### src/rtl/uart_frame_pkg.sv
// uart_frame_pkg: parser state encoding, byte type and default header bytes.
package uart_frame_pkg;
  typedef enum logic [2:0] {HUNT0, HUNT1, CMD, LEN, PAYLOAD, CHK, DRAIN} state_t;
  typedef logic [7:0] byte_t;
  localparam byte_t HDR0_DEF = 8'h55;
  localparam byte_t HDR1_DEF = 8'hAA;
endpackage

### src/rtl/uart_frame_buf.sv
// uart_frame_buf: payload store, synchronous write port and combinational read port.
module uart_frame_buf
  import uart_frame_pkg::*;
#(
  parameter int DEPTH = 16,
  parameter int AW    = 4
) (
  input  logic          sysclk,
  input  logic          we,
  input  logic [AW-1:0] waddr,
  input  byte_t         wdata,
  input  logic [AW-1:0] raddr,
  output byte_t         rdata
);
  byte_t mem [DEPTH];
  always_ff @(posedge sysclk) if (we) mem[waddr] <= wdata;
  assign rdata = mem[raddr];
endmodule

### src/rtl/uart_frame_parser.sv
// uart_frame_parser: header hunt, cmd/len/payload/checksum capture and payload drain stream.
// Define UART_FRAME_TIMEOUT_EN to abort partial frames after TIMEOUT_CYC idle cycles.
module uart_frame_parser
  import uart_frame_pkg::*;
#(
  parameter int    MAX_LEN     = 16,
  parameter byte_t HDR0        = HDR0_DEF,
  parameter byte_t HDR1        = HDR1_DEF,
  parameter int    TIMEOUT_CYC = 8680
) (
  input  logic       sysclk,
  input  logic       rst,
  input  logic [7:0] rx_data,
  input  logic       rx_valid,
  output logic       frame_valid,
  output logic [7:0] frame_cmd,
  output logic [7:0] frame_len,
  output logic [7:0] out_data,
  output logic       out_valid,
  input  logic       out_ready,
  output logic       out_last,
  output logic       err_chk,
  output logic       err_len,
  output logic       err_ovr,
  output logic       err_tmo
);
  localparam int    AW    = MAX_LEN > 1 ? $clog2(MAX_LEN) : 1;
  localparam byte_t MAX_B = byte_t'(MAX_LEN);
  state_t state, state_n;
  byte_t  cmd, len, sum, wr_ptr, rd_ptr, rd_byte;
  logic   fv_n, ec_n, el_n, eo_n, tmo_hit;
  uart_frame_buf #(.DEPTH(MAX_LEN), .AW(AW)) u_buf (
    .sysclk (sysclk),
    .we     (rx_valid && state == PAYLOAD),
    .waddr  (wr_ptr[AW-1:0]),
    .wdata  (rx_data),
    .raddr  (rd_ptr[AW-1:0]),
    .rdata  (rd_byte)
  );
  assign out_valid = state == DRAIN;
  assign out_data  = out_valid ? rd_byte : 8'h00;
  assign out_last  = out_valid && rd_ptr == len - 8'd1;
`ifdef UART_FRAME_TIMEOUT_EN
  localparam int TW = $clog2(TIMEOUT_CYC + 1);
  logic [TW-1:0] tmo_cnt;
  logic          tmo_run;
  assign tmo_run = state inside {CMD, LEN, PAYLOAD, CHK};
  assign tmo_hit = tmo_run && !rx_valid && tmo_cnt == TW'(TIMEOUT_CYC - 1);
  always_ff @(posedge sysclk) tmo_cnt <= (rst || rx_valid || !tmo_run) ? '0 : tmo_cnt + 1'b1;
`else
  assign tmo_hit = TIMEOUT_CYC < 0;
`endif
  always_comb begin
    state_n = state;
    fv_n    = 1'b0;
    ec_n    = 1'b0;
    el_n    = 1'b0;
    eo_n    = 1'b0;
    case (state)
      HUNT0:   if (rx_valid && rx_data == HDR0) state_n = HUNT1;
      HUNT1:   if (rx_valid) state_n = rx_data == HDR1 ? CMD : rx_data == HDR0 ? HUNT1 : HUNT0;
      CMD:     if (rx_valid) state_n = LEN;
      LEN: if (rx_valid) begin
        el_n    = rx_data > MAX_B;
        state_n = el_n ? HUNT0 : rx_data == 8'd0 ? CHK : PAYLOAD;
      end
      PAYLOAD: if (rx_valid && wr_ptr == len - 8'd1) state_n = CHK;
      CHK: if (rx_valid) begin
        fv_n    = rx_data == sum;
        ec_n    = !fv_n;
        state_n = (fv_n && len != 8'd0) ? DRAIN : HUNT0;
      end
      DRAIN: begin
        eo_n = rx_valid;
        if (out_ready && out_last) state_n = HUNT0;
      end
      default: state_n = HUNT0;
    endcase
    if (tmo_hit) state_n = HUNT0;
  end
  always_ff @(posedge sysclk) begin
    if (rst) begin
      state       <= HUNT0;
      cmd         <= '0;
      len         <= '0;
      sum         <= '0;
      wr_ptr      <= '0;
      rd_ptr      <= '0;
      frame_cmd   <= '0;
      frame_len   <= '0;
      frame_valid <= 1'b0;
      err_chk     <= 1'b0;
      err_len     <= 1'b0;
      err_ovr     <= 1'b0;
      err_tmo     <= 1'b0;
    end else begin
      state       <= state_n;
      frame_valid <= fv_n;
      err_chk     <= ec_n;
      err_len     <= el_n;
      err_ovr     <= eo_n;
      err_tmo     <= tmo_hit;
      if (rx_valid)
        case (state)
          CMD: begin
            cmd <= rx_data;
            sum <= rx_data;
          end
          LEN: begin
            len    <= rx_data;
            sum    <= sum + rx_data;
            wr_ptr <= '0;
          end
          PAYLOAD: begin
            sum    <= sum + rx_data;
            wr_ptr <= wr_ptr + 8'd1;
          end
          default: ;
        endcase
      if (fv_n) begin
        frame_cmd <= cmd;
        frame_len <= len;
        rd_ptr    <= '0;
      end
      if (out_valid && out_ready) rd_ptr <= rd_ptr + 8'd1;
    end
  end
endmodule

### config.mk
export PLATFORM = sky130hd
export DESIGN_NAME = uart_frame_parser
export DESIGN_NICKNAME = d
export VERILOG_FILES = /design/src/rtl/uart_frame_pkg.sv /design/src/rtl/uart_frame_buf.sv /design/src/rtl/uart_frame_parser.sv
export SDC_FILE = /design/constraint.sdc
export NUM_CORES = 1
export LEC_CHECK = 0
export ABC_AREA = 1
export CORE_MARGIN = 5
export CORE_UTILIZATION = 60
export CTS_CLUSTER_DIAMETER = 30
export DETAILED_ROUTE_END_ITERATION = 8
export PLACE_DENSITY = 0.78
export SLEW_MARGIN = 20
export SYNTH_ARGS = -nofsm -noshare
export SYNTH_HDL_FRONTEND = slang
export SYNTH_SLANG_ARGS = --single-unit
### constraint.sdc
create_clock -name sysclk -period 2.15 [get_ports sysclk]
set_input_delay 0.215 -clock sysclk [delete_from_list [all_inputs] [get_ports sysclk]]
set_output_delay 0.215 -clock sysclk [all_outputs]
set_load 0.05 [all_outputs]
==> results of run 1 <==
kinds of logic (layout without fill, tap and decap cells):
logic type | count (synthesis) | after routing
buffers and inverters | 120 | 237
other | 1 | 1
xor gates and xnor gates | 8 | 8
AOI/OAI and AO/OA | 232 | 232
DFF | 195 | 195
and+or+nand+nor | 304 | 304
adders and majority gates | 15 | 15
report_power, final:
part           total, mW  switching [mW]  internal, mW
clock network       3.16            1.38          1.78
logic               1.35           0.839         0.516
registers           4.19          0.0903          4.10
total               8.70            2.31          6.39
state kept, by name, summed over array words and instances, names as in the netlist, named ones only:
name / flops
u_buf.mem: 128
cmd: 8
frame_cmd: 8
frame_len: 8
len: 8
rd_ptr: 8
sum: 8
wr_ptr: 8
state: 3
err_chk: 1
err_len: 1
err_ovr: 1
frame_valid: 1
worst max-delay path: stages, from the launching register on:
cell,delay [ns]
dfxtp_4,0.40
buf_8,0.16
clkbuf_16,0.16
o21ai_0,0.13
o221ai_1,0.25
o211ai_1,0.17
a21oi_2,0.23
buf_6,0.19
path summary, 6_finish.rpt:
| check | startpoint | endpoint | slack, ns | depth (start not counted) |
|---|---|---|---|---|
| setup / recovery | register | out_data[3] | -0.20 | 7 |
| hold / removal | frame_cmd[2] | frame_cmd[2] | 0.45 | 2 |
| setup reg to reg | len[0] | state[1] | 0.07 | 15 |
| hold reg to reg | frame_cmd[2] | frame_cmd[2] | 0.45 | 2 |
cell type report:
class / instances / area (µm²)
Sequential cell: 195 / 5200
Multi-Input combinational cell: 560 / 3180
Clock buffer: 23 / 500
Tap cell: 180 / 225
Timing Repair Buffer: 120 / 1260
Clock inverter: 9 / 87.6
Inverter: 85 / 333
Fill cell: 885 / 3210
placed cells by master, fill, tap and decap left out, types with 4 or more instances in the layout:
| master | netlist | layout |
|---|---|---|
| buf_6 | 0 | 8 |
| inv_2 | 7 | 10 |
| clkdlybuf4s50_1 | 0 | 31 |
| dfxtp_2 | 0 | 4 |
| edfxtp_1 | 128 | 128 |
| o21ai_0 | 107 | 73 |
| nor2_4 | 3 | 5 |
| inv_1 | 75 | 70 |
| nor2_2 | 5 | 8 |
| a21oi_2 | 1 | 6 |
| nor2_1 | 129 | 124 |
| o21ai_2 | 0 | 12 |
| o22ai_2 | 0 | 5 |
| o221ai_1 | 24 | 15 |
| nand2_2 | 3 | 5 |
| xor2_1 | 7 | 7 |
| o21ai_1 | 2 | 24 |
| inv_4 | 1 | 5 |
| buf_4 | 1 | 64 |
| clkbuf_16 | 0 | 24 |
| o22ai_1 | 9 | 4 |
| a211oi_1 | 8 | 8 |
| a21oi_1 | 63 | 57 |
| nand2_1 | 92 | 90 |
| nand3_1 | 46 | 43 |
| o221ai_2 | 0 | 9 |
| dfxtp_1 | 67 | 61 |
| ha_1 | 14 | 13 |
| buf_12 | 0 | 7 |
| o211ai_1 | 11 | 11 |
| nor3_1 | 5 | 5 |
| nand4_1 | 9 | 9 |
per-layer routing:
| layer | track usage (%) | routed length (µm) | up-vias |
|---|---|---|---|
| met4 | 13.0 | 818 | 0 |
| met3 | 6.02 | 1960 | 69 |
| met1 | 33.9 | 8890 | 3416 |
| met5 | 0 | 0 | - |
| li1 | - | - | 3291 |
| met2 | 46.9 | 12100 | 416 |
metrics by stage:
| step | utilization (%) | instance area [µm²] | hold WS, ns | instances | setup TNS [ns] |
|---|---|---|---|---|---|
| 2_1_floorplan | - | 8590 | 0.314 | 875 | -1.99 |
| 3_3_place_gp | 68.4 | 9560 | 0.435 | 1121 | -2.32 |
| 3_5_place_dp | 68.4 | 9560 | 0.434 | 1121 | -3.00 |
| 4_1_cts | 74.7 | 10400 | 0.451 | 1165 | -0.825 |
| 5_1_grt | 77.0 | 10800 | 0.465 | 1172 | -1.30 |
| 6_report | 77.0 | 10800 | 0.449 | 1172 | -0.676 |
timing repair:
item,in CTS,in global routing
buffers inserted,7,4
cloned,5,5
hold endpoints to repair,0,0
gates resized for setup,33,87
endpoints found under the setup margin,9,19
hold buffers,0,0
pin swaps,25,51
==> summary.md, run 1 <==
| Metric | Value |
|---|---|
| Status | `finished with violations` |
| Violated checks | `setup timing` |
| HP Class | `reg -> reg` |
| First-pass GRT wire length | `35.6 mm` |
| Number of CTS-inserted buffers | `17` |
| CP Class | `reg -> out` |
| Drt wl/cell | `20.3 µm` |
| #FFs+latches synth | `195` |
| Final global-route overflow total | `0` |
| # nets final | `1006` |
| Synth Cell Area | `8590 µm²` |
| Final worst setup slack | `-0.195 ns` |
| Number of max-cap violations | `0` |
| IO Port Bufs | `41` |
| Asr flop ratio synth | `0%` |
| Arr. time, crit path | `2.13 ns` |
| Primary FF master, synth | `edfxtp_1` |
| Clock root cell | `clkbuf_16` |
| Startpoint types | `register` |
| CP required | `1.93 ns` |
| Fmax achieved | `426 MHz` |
| Total power | `8.70 mW` |
| CTS sink count | `195` |
| Final WL | `23.8 mm` |
| Layout cell share with drive strength beyond 1 | `20.4%` |
| Post-Synth XOR/XNOR Area | `0.815%` |
| Die width | `130 µm` |
| Max clock buf depth | `2` |
| Full die area | `16800 µm²` |
| Crit path max fanout | `6` |
| Slew Viols, Final | `0` |
| Core Box Area | `14000 µm²` |
| Syn_nets | `902` |
| Post-synthesis simple-gate area fraction | `15.6%` |
| DP Wirelength | `14.2 mm` |
| Largest family of logic cells by synthesized area | `simple AND/OR/NAND/NOR gates` |
| Post-DRT Antenna Nets | `0` |
| Final Skew | `0.0127 ns` |
| Synth Area in Compound Gates | `15.5%` |
| Initial Utilization | `61.4%` |
| DIE HEIGHT | `130 µm` |
| Initial antenna violation count | `0` |
| Rel. slew slack | `63.0%` |
| Drt pass-1 iters | `8` |
| Post-synth EDFFs | `128` |
| Area growth syn-to-layout | `25.4%` |
| Dominant cells by area after synthesis | `edfxtp_1 45%, dfxtp_1 16%, o21ai_0 6.2%` |
| # rows | `43` |
| Number of antenna diodes | `0` |
| Mux contribution to synthesized area | `0%` |
| Syn Area/Cell | `9.82 µm²` |
| Post-Synth Adder-Cell Area | `2.27%` |
| Final hold violations | `0` |
| CTS tree | `built` |
| VDD IR max | `656 µV` |
| PD cells | `807 nW/µm²` |
| Top-count cell post-synth | `nor2_1` |
| Setup violators final | `9` |
| Initial DRC Count | `751` |
| Commonest cells in the netlist | `129 x nor2_1, 128 x edfxtp_1, 107 x o21ai_0` |
| Register area share after synthesis | `60.3%` |
| Routability cong. | `0.944` |
| Clk slew on worst S/H paths | `0.07 ns` |
| Vias | `7192` |
| Cell taking the most area after synthesis | `edfxtp_1` |
| H-tree depth | `4` |
| Slew @ Worst Pin | `0.555 ns` |
| Netlist cell types | `41` |
| Unrepaired setup endpoints after global routing | `yes` |
| Crit. End Element | `output pin` |
| Dpl ws | `-0.240 ns` |
| Maximum number of pins on one net before global-route repair | `36` |
| Yosys warnings | `0` |
| Yosys top cell area share | `44.7%` |
| Leakage | `3.97 nW` |
| Post-route DRC | `0` |
| I/O pin count | `43` |
| Min Tclk post-route | `2.35 ns` |
| Vias per cell | `6.14` |
| Vias in the first global route | `6935` |
| Synth Instances | `875` |
| Crit share post-route | `109%` |
| Clock latency on the worst-skew pair | `0.44 ns` |
| Tot GR Track Use | `27.7%` |
No activity file was read; power rests on OpenSTA's default activity.
==> run 2: changes to the inputs <==
--- a/config.mk
+++ b/config.mk
@@ -6,12 +6,15 @@
 export NUM_CORES = 1
 export LEC_CHECK = 0
 export ABC_AREA = 1
+export ABC_CLOCK_PERIOD_IN_PS = 2150
 export CORE_MARGIN = 5
 export CORE_UTILIZATION = 60
 export CTS_CLUSTER_DIAMETER = 30
 export DETAILED_ROUTE_END_ITERATION = 8
 export PLACE_DENSITY = 0.78
+export RECOVER_POWER = 25
 export SLEW_MARGIN = 20
 export SYNTH_ARGS = -nofsm -noshare
 export SYNTH_HDL_FRONTEND = slang
 export SYNTH_SLANG_ARGS = --single-unit
+export TNS_END_PERCENT = 100
==> summary.md, run 2 (synthesized netlist as in run 1, its figures left out) <==
| Metric | Value |
|---|---|
| Violated checks | `DRC, setup timing (was setup timing)` |
| Drt pass-1 iters | `8 (unchanged)` |
| Total power | `8.70 mW (about the same)` |
| Setup violators final | `9 (unchanged)` |
| Slew Viols, Final | `0 (unchanged)` |
| Number of max-cap violations | `0 (unchanged)` |
| Vias in the first global route | `6935 (unchanged)` |
| Final hold violations | `0 (unchanged)` |
| Fmax achieved | `422 MHz (was 426 MHz)` |
| HP Class | `reg -> reg (unchanged)` |
| First-pass GRT wire length | `35.6 mm (unchanged)` |
| PD cells | `808 nW/µm² (was 807 nW/µm²)` |
| Slew @ Worst Pin | `0.985 ns (was 0.555 ns)` |
| Initial Utilization | `61.4% (unchanged)` |
| Worst reg-to-reg setup slack | `0.08 ns (was 0.07 ns)` |
| Worst-case reg-to-reg path depth | `15 (unchanged)` |
| DIE HEIGHT | `130 µm (unchanged)` |
| Area growth syn-to-layout | `25.3% (was 25.4%)` |
| Arr. time, crit path | `2.15 ns (was 2.13 ns)` |
| Core Box Area | `14000 µm² (unchanged)` |
| VDD IR max | `662 µV (was 656 µV)` |
| Crit share post-route | `110% (was 109%)` |
| Tot GR Track Use | `27.7% (unchanged)` |
| Setup TNS | `-0.734 ns (was -0.676 ns)` |
| Int Pwr | `6.38 mW (was 6.39 mW)` |
| Rel. slew slack | `34.3% (was 63.0%)` |
| Core occupancy in the finished layout | `77.0% (about the same)` |
| Routability cong. | `0.944 (unchanged)` |
| Crit. End Element | `output pin (unchanged)` |
| Clock power share | `36.3% (about the same)` |
| Vias | `7168 (was 7192)` |
| Dpl cells | `1121 (unchanged)` |
| Post-route DRC | `2 (was 0)` |
| # rows | `43 (unchanged)` |
| Final worst setup slack | `-0.219 ns (was -0.195 ns)` |
| H-tree depth | `4 (unchanged)` |
| Number of CTS-inserted buffers | `17 (unchanged)` |
| Initial DRC Count | `721 (was 751)` |
| Vias per cell | `6.12 (was 6.14)` |
| Most common cell after layout, fill and taps aside | `edfxtp_1 (unchanged)` |
| Number of antenna diodes | `0 (unchanged)` |
| Status | `finished with violations (unchanged)` |
| Max clock buf depth | `2 (unchanged)` |
| CTS tree | `built (unchanged)` |
| Largest register by flop count | `u_buf.mem (unchanged)` |
| CP required | `1.93 ns (about the same)` |
| Worst reg2reg startpoint | `len[0] (unchanged)` |
| Final global-route overflow total | `0 (unchanged)` |
| DP Wirelength | `14.2 mm (unchanged)` |
| Sw Ratio | `26.6% (about the same)` |
| Initial antenna violation count | `0 (unchanged)` |
| Full die area | `16800 µm² (unchanged)` |
| R2r endpoint | `state[1] (unchanged)` |
| # nets final | `1006 (unchanged)` |
| Crit path max fanout | `6 (unchanged)` |
| Drt wl/cell | `20.2 µm (was 20.3 µm)` |
| Leakage | `3.97 nW (about the same)` |
| CP Class | `reg -> out (unchanged)` |
| CTS sink count | `195 (unchanged)` |
| Startpoint types | `register (unchanged)` |
| Min Tclk post-route | `2.37 ns (was 2.35 ns)` |
| IO Port Bufs | `41 (unchanged)` |
| Number of flip-flops under the largest register name | `128 (unchanged)` |
| Clock latency on the worst-skew pair | `0.44 ns (about the same)` |
| Clock root cell | `clkbuf_16 (unchanged)` |
| Final WL | `23.7 mm (was 23.8 mm)` |
| CP endpoint | `out_data[3] (unchanged)` |
| I/O pin count | `43 (unchanged)` |
| Gate power share | `15.5% (was 15.6%)` |
| Maximum number of pins on one net before global-route repair | `36 (unchanged)` |
| Reg power frac | `48.1% (about the same)` |
| Finished Layout Cells | `1172 (unchanged)` |
| Unrepaired setup endpoints after global routing | `yes (unchanged)` |
| Sw power | `2.31 mW (about the same)` |
| Fill count | `889 (was 885)` |
| Commonest cells after routing, fill and taps aside | `128 x edfxtp_1, 124 x nor2_1, 90 x nand2_1, 73 x o21ai_0, 70 x inv_1 (unchanged)` |
| Clk slew on worst S/H paths | `0.07 ns (about the same)` |
| Layout cell share with drive strength beyond 1 | `20.1% (was 20.4%)` |
| Die width | `130 µm (unchanged)` |
| Final Skew | `0.0120 ns (was 0.0127 ns)` |
| Post-DRT Antenna Nets | `0 (unchanged)` |
## run 2: cell types whose count changed in the layout (fill, tap and decap cells not counted), sizes merged
cell and change:
dlygate4sd3 +5, clkbuf +3, clkdlybuf4s50 -5, buf -3
## run 2: power groups by stage
stage | Clock, mW | Combinational (mW) | Sequential (mW)
floorplan | 0 | 0.814 | 4.24
global placement | 0 | 1.20 | 4.25
detailed placement | 0 | 1.23 | 4.26
CTS | 3.17 | 1.29 | 4.18
global route | 3.33 | 1.49 | 4.20
finish | 3.16 | 1.35 | 4.19
## run 2: repair_timing
item,4_1_cts,5_1_grt
cloned,5,5
pin swaps,25,51
endpoints found under the hold margin,0,0
gates resized for setup,33,87
hold buffers,0,0
setup buffers,7,4
endpoints found under the setup margin,9,19
## run 2: through the flow
step	worst slack, ns	hold slack, ns	instance area [µm²]
2_1_floorplan	-0.249	0.314	8590
6_report	-0.219	0.449	10800
5_1_grt	-0.269	0.465	10800
4_1_cts	-0.109	0.451	10400
3_5_place_dp	-0.240	0.434	9560
3_3_place_gp	-0.146	0.435	9560
## run 2: worst max-delay path, cell delays in order (launching register included)
cell and delay (ns):
dfxtp_4 0.40, buf_8 0.16, clkbuf_16 0.16, o21ai_0 0.13, o221ai_1 0.25, o211ai_1 0.18
a21oi_2 0.24, buf_6 0.19
## run 2: area by class of cell
class / count / area, µm² / area share, %
sequential: 195 / 5200 / 48.3
multi-input combinational: 560 / 3180 / 29.5
timing repair buffer: 120 / 1250 / 11.6
clock buffer: 23 / 500 / 4.65
inverter: 85 / 333 / 3.09
tap: 180 / 225 / 2.09
clock inverter: 9 / 87.6 / 0.813
## run 2: metal layers
metal	track usage [%]	vias up	wire length, µm
li1	-	3286	-
met1	33.9	3409	8960
met2	46.9	400	12000
met3	6.02	73	1810
met4	13.0	0	902
met5	0	-	0
## run 2: worst min path at each step
stage                       to  cells after the start  slack, ns         start
2_1_floorplan  u_buf.mem[0][0]                      0       0.31    rx_data[0]
3_3_place_gp      frame_cmd[2]                      2       0.44  frame_cmd[2]
3_5_place_dp      frame_cmd[6]                      2       0.43  frame_cmd[6]
4_1_cts           frame_cmd[6]                      2       0.45  frame_cmd[6]
5_1_grt           frame_cmd[6]                      2       0.46  frame_cmd[6]
6_report          frame_cmd[2]                      2       0.45  frame_cmd[2]
==> run 3: changes to the inputs <==
--- a/config.mk
+++ b/config.mk
@@ -13,6 +13,7 @@
 export DETAILED_ROUTE_END_ITERATION = 8
 export PLACE_DENSITY = 0.78
 export RECOVER_POWER = 25
+export REMOVE_ABC_BUFFERS = 1
 export SLEW_MARGIN = 20
 export SYNTH_ARGS = -nofsm -noshare
 export SYNTH_HDL_FRONTEND = slang
==> summary.md, run 3 (synthesized netlist as in run 1, its figures left out) <==
| Metric | Value |
|---|---|
| Final Skew | `0.0121 ns (was 0.0120 ns)` |
| Placed Area | `9540 µm² (was 9560 µm²)` |
| Die width | `130 µm (unchanged)` |
| Vias per cell | `6.29 (was 6.12)` |
| Rel. slew slack | `19.9% (was 34.3%)` |
| Final hold slack | `0.136 ns (was 0.449 ns)` |
| Tot GR Track Use | `30.3% (was 27.7%)` |
| Number of CTS-inserted buffers | `17 (unchanged)` |
| Min Tclk post-route | `2.45 ns (was 2.37 ns)` |
| Post-route cell area | `10900 µm² (was 10800 µm²)` |
| Drt pass-1 iters | `6 (was 8)` |
| Vias in the first global route | `7268 (was 6935)` |
| Number of flip-flops under the largest register name | `128 (unchanged)` |
| Full die area | `16800 µm² (unchanged)` |
| Crit path max fanout | `16 (was 6)` |
| Final worst setup slack | `-0.303 ns (was -0.219 ns)` |
| H-tree depth | `4 (unchanged)` |
| Startpoint types | `register (unchanged)` |
| Number of max-cap violations | `0 (unchanged)` |
| Vias | `7360 (was 7168)` |
| Final hold violations | `0 (unchanged)` |
| I/O pin count | `43 (unchanged)` |
| Commonest cells after routing, fill and taps aside | `128 x edfxtp_1, 105 x nor2_1, 89 x nand2_1, 72 x inv_1, 64 x o21ai_0 (was 128 x edfxtp_1, 124 x nor2_1, 90 x nand2_1, 73 x o21ai_0, 70 x inv_1)` |
| Number of antenna diodes | `0 (unchanged)` |
| Worst reg-to-reg setup slack | `0.17 ns (was 0.08 ns)` |
| Violated checks | `setup timing (was DRC, setup timing)` |
| CTS sink count | `195 (unchanged)` |
| R2r endpoint | `state[2] (was state[1])` |
| Fill count | `850 (was 889)` |
| Dpl cells | `1119 (was 1121)` |
| Largest register by flop count | `u_buf.mem (unchanged)` |
| Arr. time, crit path | `2.24 ns (was 2.15 ns)` |
| Clock root cell | `clkbuf_16 (unchanged)` |
| VDD IR max | `550 µV (was 662 µV)` |
| CP Class | `reg -> out (unchanged)` |
| Crit. End Element | `output pin (unchanged)` |
| Final WL | `26.2 mm (was 23.7 mm)` |
| Status | `finished with violations (unchanged)` |
| Fmax achieved | `408 MHz (was 422 MHz)` |
| WHS Path Cells | `1 (was 2)` |
| IO Port Bufs | `41 (unchanged)` |
| Total power | `8.56 mW (was 8.70 mW)` |
| Initial antenna violation count | `0 (unchanged)` |
| Setup violators final | `10 (was 9)` |
| CTS tree | `built (unchanged)` |
| PD cells | `783 nW/µm² (was 808 nW/µm²)` |
| HP Class | `in -> reg (was reg -> reg)` |
| Routability cong. | `0.977 (was 0.944)` |
| Register Area | `5190 µm² (was 5200 µm²)` |
| Core Box Area | `14000 µm² (unchanged)` |
| Slew @ Worst Pin | `1.20 ns (was 0.985 ns)` |
| Worst reg2reg startpoint | `len[0] (unchanged)` |
| Unrepaired setup endpoints after global routing | `yes (unchanged)` |
| Most common cell after layout, fill and taps aside | `edfxtp_1 (unchanged)` |
| Worst path max stage delay | `0.48 ns (was 0.40 ns)` |
| Hold_sp | `rx_data[3] (was frame_cmd[2])` |
| DP Wirelength | `14.8 mm (was 14.2 mm)` |
| Finished Layout Cells | `1170 (was 1172)` |
| CP required | `1.93 ns (about the same)` |
| Worst-case reg-to-reg path depth | `15 (unchanged)` |
| Final global-route overflow total | `0 (unchanged)` |
| Drt wl/cell | `22.4 µm (was 20.2 µm)` |
| Initial DRC Count | `982 (was 721)` |
| Max clock buf depth | `2 (unchanged)` |
| # nets final | `1004 (was 1006)` |
| Clk slew on worst S/H paths | `0.07 ns (about the same)` |
| # rows | `43 (unchanged)` |
| Area growth syn-to-layout | `27.1% (was 25.3%)` |
| Maximum number of pins on one net before global-route repair | `33 (was 36)` |
| Multi-input gate area | `3360 µm² (was 3180 µm²)` |
| First-pass GRT wire length | `38.7 mm (was 35.6 mm)` |
| Post-route DRC | `0 (was 2)` |
| Clock latency on the worst-skew pair | `0.45 ns (was 0.44 ns)` |
| Crit share post-route | `114% (was 110%)` |
| Layout cell share with drive strength beyond 1 | `23.1% (was 20.1%)` |
| Slew Viols, Final | `0 (unchanged)` |
| Hold Crit Endpoint | `u_buf.mem[0][3] (was frame_cmd[2])` |
| DIE HEIGHT | `130 µm (unchanged)` |
| Leakage | `3.94 nW (was 3.97 nW)` |
| Crit-path cells | `clkinv_8 -> buf_12 -> nor2_2 -> o22ai_2 -> o211ai_1 -> a21oi_2 -> buf_6 (was buf_8 -> clkbuf_16 -> o21ai_0 -> o221ai_1 -> o211ai_1 -> a21oi_2 -> buf_6)` |
| Critical-path top delay cell | `dfxtp_4 (unchanged)` |
| Initial Utilization | `61.4% (unchanged)` |
| Core occupancy in the finished layout | `78.1% (was 77.0%)` |
| Post-DRT Antenna Nets | `0 (unchanged)` |
-- run 3: power by group --
| part | leakage, nW | switching, mW | internal [mW] |
|---|---|---|---|
| combinational | 1.98 | 0.875 | 0.499 |
| clock | 0.261 | 1.40 | 1.59 |
| sequential | 1.69 | 0.0956 | 4.10 |
| total | 3.94 | 2.38 | 6.18 |
-- run 3: through the flow --
stage	TNS, ns	worst slack [ns]
2_1_floorplan	-11.60	-1.46
3_3_place_gp	-7.14	-0.289
3_5_place_dp	-7.90	-0.368
4_1_cts	-0.493	-0.121
5_1_grt	-2.47	-0.319
6_report	-1.44	-0.303
-- run 3: repair_timing --
item	4_1_cts	5_1_grt
pin swaps	43	48
hold endpoints to repair	0	0
endpoints found under the setup margin	9	19
gates resized for setup	87	95
hold buffers	0	0
buffers inserted	4	5
cloned	9	2
-- run 3: final cells by class --
| cell class | instances | share of cell area (%) |
|---|---|---|
| clock buffer | 18 | 3.93 |
| clock inverter | 14 | 1.04 |
| inverter | 85 | 3.14 |
| multi-input combinational | 560 | 30.8 |
| sequential | 195 | 47.5 |
| tap | 180 | 2.06 |
| timing repair buffer | 118 | 11.5 |
-- run 3: critical path, delay by kind of cell (launching register included) --
kind,cells,cell delay [ns]
AND/OR/NAND/NOR,1,0.16
AO/OA/AOI/OAI,3,0.69
flip-flops,1,0.48
buffers and inverters,3,0.46
-- run 3: worst max-delay path by stage --
stage,startpoint,endpoint,slack (ns),depth (start not counted)
floorplan,register,out_data[1],-1.46,5
global placement,rx_data[3],frame_cmd[3],-0.29,11
detailed placement,rx_data[3],frame_len[0],-0.37,11
CTS,len[1],out_last,-0.12,9
global route,register,out_data[1],-0.32,7
finish,register,out_data[1],-0.30,7
-- run 3: routing by layer --
layer / vias to the layer above / GRT usage (%) / part of all wire, %
met5: - / 0 / 0
met4: 0 / 16.0 / 5.5
met3: 115 / 6.64 / 8.3
met2: 489 / 49.8 / 49
met1: 3475 / 37.7 / 37
li1: 3281 / - / -
